$ cat src/rtl/axi_gen_arb.sv
// rtl/axi_gen_arb.sv - round-robin frame arbiter driving a data generator with watchdog
module axi_gen_arb #(
    parameter int NUM_REQ    = 4,
    parameter int GAP_CYCLES = 2,
    parameter int TIMEOUT    = 1024
) (
    input  logic                    clk,
    input  logic                    rst,
    input  logic [NUM_REQ-1:0]      req_valid,
    input  logic [NUM_REQ*10-1:0]   req_length,
    output logic [NUM_REQ-1:0]      req_ready,
    output logic [NUM_REQ-1:0]      done,
    output logic                    gen_start,
    output logic [9:0]              gen_length,
    input  logic                    mon_valid,
    input  logic                    mon_last,
    output logic                    busy,
    output logic [15:0]             frame_cnt,
    output logic                    err_zero_len,
    output logic                    err_timeout
);

    localparam int IDX_W = $clog2(NUM_REQ);
    localparam int CW    = IDX_W + 1;
    localparam int WD_W  = $clog2(TIMEOUT + 1);
    // GAP is left when the counter reaches zero, so it is loaded with one less than its length
    localparam logic [3:0] GAP_LOAD = (GAP_CYCLES > 0) ? 4'(GAP_CYCLES - 1) : 4'd0;

    typedef enum logic [1:0] {S_IDLE, S_START, S_RUN, S_GAP} state_t;

    state_t           state;
    state_t           state_nxt;
    logic [IDX_W-1:0] rr_ptr;
    logic [IDX_W-1:0] idx;
    logic [IDX_W-1:0] sel_idx;
    logic [IDX_W-1:0] sel_next;
    logic [CW-1:0]    cand;
    logic             sel_found;
    logic [9:0]       len_arr [NUM_REQ];
    logic [9:0]       sel_len;
    logic             sel_zero;
    logic             grant;
    logic             frame_end;
    logic             wd_expire;
    logic [WD_W-1:0]  wd_cnt;
    logic [3:0]       gap_cnt;

    genvar gi;
    generate
        for (gi = 0; gi < NUM_REQ; gi++) begin : g_len
            assign len_arr[gi] = req_length[10*gi +: 10];
        end
    endgenerate

    // Round-robin pick: scan from rr_ptr downward in priority so the closest index after rr_ptr wins
    always_comb begin
        sel_found = 1'b0;
        sel_idx   = '0;
        cand      = '0;
        for (int k = NUM_REQ - 1; k >= 0; k--) begin
            cand = {1'b0, rr_ptr} + CW'(k);
            if (cand >= CW'(NUM_REQ)) begin
                cand = cand - CW'(NUM_REQ);
            end
            if (req_valid[cand[IDX_W-1:0]]) begin
                sel_found = 1'b1;
                sel_idx   = cand[IDX_W-1:0];
            end
        end
    end

    assign sel_len   = len_arr[sel_idx];
    assign sel_zero  = (sel_len == 10'd0);
    assign sel_next  = (sel_idx == IDX_W'(NUM_REQ - 1)) ? '0 : sel_idx + IDX_W'(1);
    assign grant     = (state == S_IDLE) && sel_found && !rst;
    assign frame_end = (state == S_RUN) && mon_valid && mon_last;
    assign wd_expire = (state == S_RUN) && !mon_valid && (wd_cnt == WD_W'(TIMEOUT - 1));

    // State register
    always_ff @(posedge clk) begin
        if (rst) begin
            state <= S_IDLE;
        end else begin
            state <= state_nxt;
        end
    end

    // Next-state logic; zero-length grants never leave IDLE
    always_comb begin
        state_nxt = state;
        case (state)
            S_IDLE:  if (grant && !sel_zero) state_nxt = S_START;
            S_START: state_nxt = S_RUN;
            S_RUN:   if (frame_end || wd_expire) state_nxt = (GAP_CYCLES == 0) ? S_IDLE : S_GAP;
            S_GAP:   if (gap_cnt == 4'd0) state_nxt = S_IDLE;
            default: state_nxt = S_IDLE;
        endcase
    end

    // Combinational outputs, forced low while rst is high
    always_comb begin
        req_ready = '0;
        gen_start = 1'b0;
        busy      = 1'b0;
        if (!rst) begin
            if (grant) begin
                req_ready[sel_idx] = 1'b1;
            end
            gen_start = (state == S_START);
            busy      = (state != S_IDLE);
        end
    end

    // Datapath: grant latching, watchdog, gap counter and registered completion pulses
    always_ff @(posedge clk) begin
        if (rst) begin
            rr_ptr       <= '0;
            idx          <= '0;
            gen_length   <= '0;
            wd_cnt       <= '0;
            gap_cnt      <= '0;
            done         <= '0;
            err_zero_len <= 1'b0;
            err_timeout  <= 1'b0;
            frame_cnt    <= '0;
        end else begin
            done         <= '0;
            err_zero_len <= 1'b0;
            err_timeout  <= 1'b0;
            if (grant) begin
                idx        <= sel_idx;
                gen_length <= sel_len;
                rr_ptr     <= sel_next;
                if (sel_zero) begin
                    err_zero_len  <= 1'b1;
                    done[sel_idx] <= 1'b1;
                end
            end
            if (state == S_RUN && !mon_valid) begin
                wd_cnt <= wd_cnt + WD_W'(1);
            end else begin
                wd_cnt <= '0;
            end
            if (frame_end) begin
                done[idx] <= 1'b1;
                frame_cnt <= frame_cnt + 16'd1;
            end
            if (wd_expire) begin
                done[idx]   <= 1'b1;
                err_timeout <= 1'b1;
            end
            if (state == S_RUN && state_nxt == S_GAP) begin
                gap_cnt <= GAP_LOAD;
            end else if (state == S_GAP && gap_cnt != 4'd0) begin
                gap_cnt <= gap_cnt - 4'd1;
            end
        end
    end

endmodule

$ cat config.mk
export PLATFORM = sky130hd
export DESIGN_NAME = axi_gen_arb
export DESIGN_NICKNAME = d
export VERILOG_FILES = /design/src/rtl/axi_gen_arb.sv
export SDC_FILE = /design/constraint.sdc
export NUM_CORES = 1
export LEC_CHECK = 0
export CAP_MARGIN = 10
export CORE_UTILIZATION = 42
export CTS_CLUSTER_SIZE = 8
export DETAILED_ROUTE_END_ITERATION = 8
export PLACE_DENSITY = 0.81
export SYNTH_ARGS = -nofsm -noshare
export SYNTH_HDL_FRONTEND = slang
export SYNTH_SLANG_ARGS = --single-unit
$ cat constraint.sdc
create_clock -name clk -period 3 [get_ports clk]
set_input_delay 0.6 -clock clk [delete_from_list [all_inputs] [get_ports clk]]
set_output_delay 0.6 -clock clk [all_outputs]
set_load 0.01 [all_outputs]
==> flow_summary_export.csv <==
group,metric,value,unit
setup_path,cp_num_cells,9,
place,dpl_cell_area,3770,um2
setup_path,slowest_delay,470,ps
clock_network,h-tree-depth,2,
synth,netlist_area,2700,um2
synth,ys_ff_latch,53,
routing,drt-total-wl,6.73,mm
routing,dr.pass1.iters,4,
global_routing,busiest_layer,"met2",
sta,clock.fmax,344,MHz
setup_path,startpoint,"req_valid[3]",
setup_path,r2r_end,"state[0]$_SDFF_PP0_",
final_layout,final_core_util,64.6,%
sta,slew_violations,0,
routing,drcViolationCount,0,
setup_path,critPathSlowestCell,"clkdlybuf4s50_1",
global_routing,met1_usage,25.6,%
clock_network,clk_path_buf_depth,2,
synth,synth_fp_nets,389,
synth,synthArstFlopShare,0,%
floorplanning,die-area,6750,um2
setup_path,path_cells,"clkdlybuf4s50_1 -> inv_1 -> buf_4 -> o211a_4 -> nor2_4 -> inv_1 -> ha_1 -> and2_1 -> dlygate4sd2_1",
routing,drtAntennaViolNets,0,
routing,num_vias,2669,
clock_network,cts-root-buf,"clkbuf_8",
setup_path,ff2ff_path_depth,9,
clock_network,numCtsBuffers,5,
floorplanning,io_pins,86,
sta,max-slew-margin-rel,60.6,%
synth,synth.avg_cell_area,8.08,um2
setup_path,critPathMostFrequentCell,"inv_1",
place,gp_congestion,0.892,
sta,fin_ws,96.7,ps
setup_path,r2r-start,"rr_ptr[1]$_SDFFE_PP0P_",
final_layout,n_antenna_cell,0,
place,portBuffers,85,
setup_path,path_buf_inv,5,
final_layout,final_cells,514,
setup_path,critPathKind,"in2out",
synth,synth-edff-count,0,
setup_path,cp.required,2400,ps
power_and_ir_drop,leakagePower,1.51,nW
global_routing,grt_util_met3,5.05,%
run_status,status,"completed",
sta,finClkSkew,4.64,ps
sta,setup_violations,0,
global_routing,grt_max_degree,39,
clock_network,worstSkewPairLatency,300,ps
synth,yosys_warnings,0,
sta,worst_slew_pin_slew,590,ps
floorplanning,start_util,44.5,%
sta,finalHoldViolCount,0,
global_routing,grt_pass1_wl,10.7,mm
setup_path,path_delay_family,"buffers and inverters",
job,maxCapViolCount,0,
synth,netlist.area_leader.share,39.3,%
place,dp.final_hpwl,5.00,mm
place,dpl_worst_slack,-417,ps
place,dpl.cell_count,504,
power_and_ir_drop,vdd_ir_drop_max,0.308,mV
routing,viasPerCell,5.19,
global_routing,antenna_found_initial,0,
setup_path,critical_path.max_fanout,4,
clock_network,path_clk_slew,90,ps
setup_path,ff2ff_setup_slack,380,ps
global_routing,met2_usage,35.1,%
setup_path,cp-endpoint,"req_ready[0]",
setup_path,setup.worst_path.start_class,"primary input",
global_routing,grt-ovfl-total,0,
clock_network,clock_sinks,53,
final_layout,drive_above_1_share,10.7,%
synth,yosys.area.top_type,"dfxtp_1",
synth,syn_inst,334,
sta,hold_ws,473,ps
setup_path,cp.arrival,2300,ps
floorplanning,fp.dieH,82.1,um
sta,fin_tns_setup,0,ps
floorplanning,core_area,6060,um2
clock_network,cts_tree,"yes",
sta,min_period_over_period,96.8,%
setup_path,cp-end-kind,"output pin",
global_routing,track_usage,20.7,%
sta,fin_crit,2900,ps
routing,routedWlPerCell,13.1,um
synth,post-synth-top-count-cell,"dfxtp_1",
power_and_ir_drop,power_density,410,nW/um2
power_and_ir_drop,total_power,1.60,mW
synth,synth.distinct_cells,41,
synth,ys_seq_area_share,39.3,%
synth,synthTopCellsByArea,"dfxtp_1, nor2_1, nand3_1, xor2_1, and3_1",
synth,synthFlopType,"dfxtp_1",
floorplanning,die_width,82.1,um
final_layout,final_area,3920,um2
synth,synthTopCellsByCount,"dfxtp_1, nor2_1, nand3_1",
final_layout,nets,493,
min_path,hp-class,"reg2reg",
final_layout,area.growth.synth_to_final,45.2,%
global_routing,grt_pass1_vias,2374,
routing,drtIter0Drc,135,
floorplanning,row_count,28,
where the power goes:
group          internal (mW)  switching, mW  total [mW]
Sequential             0.727         0.0211       0.748
Clock                  0.209          0.223       0.432
Combinational          0.224          0.202       0.425
state kept, by name, summed over array words and instances (netlist names):
signal / cells
err_zero_len: 1
wd_cnt: 11
idx: 2
frame_cnt: 16
gen_length: 10
gap_cnt: 4
err_timeout: 1
state: 2
done: 4
rr_ptr: 2
cells by family after synthesis:
| family | Yosys count | synth area share [%] |
|---|---|---|
| fa+ha+maj | 7 | 3.25 |
| compound gates | 52 | 11.2 |
| flops | 53 | 39.3 |
| simple gates | 166 | 31.0 |
| buf+inv | 22 | 3.80 |
| xor+xnor | 26 | 8.44 |
| mux | 8 | 2.97 |
per-layer routing:
metal / routed length [um] / vias up
met3: 424 / 12
met5: 0 / -
li1: - / 1364
met4: 110 / 0
met1: 2960 / 1202
met2: 3240 / 91
how the worst min path moves through the flow:
stage / start / endpoint / slack, ps / depth (start not counted)
floorplan: wd_cnt[0]$_SDFF_PP0_ / wd_cnt[0]$_SDFF_PP0_ / 430 / 1
global placement: wd_cnt[0]$_SDFF_PP0_ / wd_cnt[0]$_SDFF_PP0_ / 440 / 1
detailed placement: wd_cnt[0]$_SDFF_PP0_ / wd_cnt[0]$_SDFF_PP0_ / 460 / 1
CTS: wd_cnt[0]$_SDFF_PP0_ / wd_cnt[0]$_SDFF_PP0_ / 480 / 1
global route: wd_cnt[10]$_SDFF_PP0_ / err_timeout$_SDFF_PP0_ / 520 / 1
finish: wd_cnt[0]$_SDFF_PP0_ / wd_cnt[0]$_SDFF_PP0_ / 470 / 1
cells in the final DEF, fill, tap and decap left out, drive strengths merged, types with 4 or more instances in the layout:
cell	count
clkdlybuf4s50	78
clkbuf	7
xor2	18
dfxtp	53
nand4	5
inv	6
o21ai	21
mux2i	8
ha	7
nor2	47
and3	19
nand2	21
buf	27
and2	9
xnor2	8
nand3	32
nand2b	6
a21oi	18
nor3	13
dlygate4sd2	4
repair_timing:
action,CTS,global route
cloned,0,0
setup endpoints to repair,10,7
pin swaps,1,2
resized for setup,10,6
setup buffers,1,1
hold buffers,0,0
final cells by class:
| cell class | instances | area [um2] |
|---|---|---|
| Fill cell | 532 | 2140 |
| Multi-Input combinational cell | 259 | 1580 |
| Sequential cell | 53 | 1060 |
| Timing Repair Buffer | 112 | 1050 |
| Clock buffer | 7 | 96.3 |
| Tap cell | 75 | 93.8 |
| Inverter | 7 | 31.3 |
| Clock inverter | 1 | 5.00 |
Power figures use the tool's default switching activity.
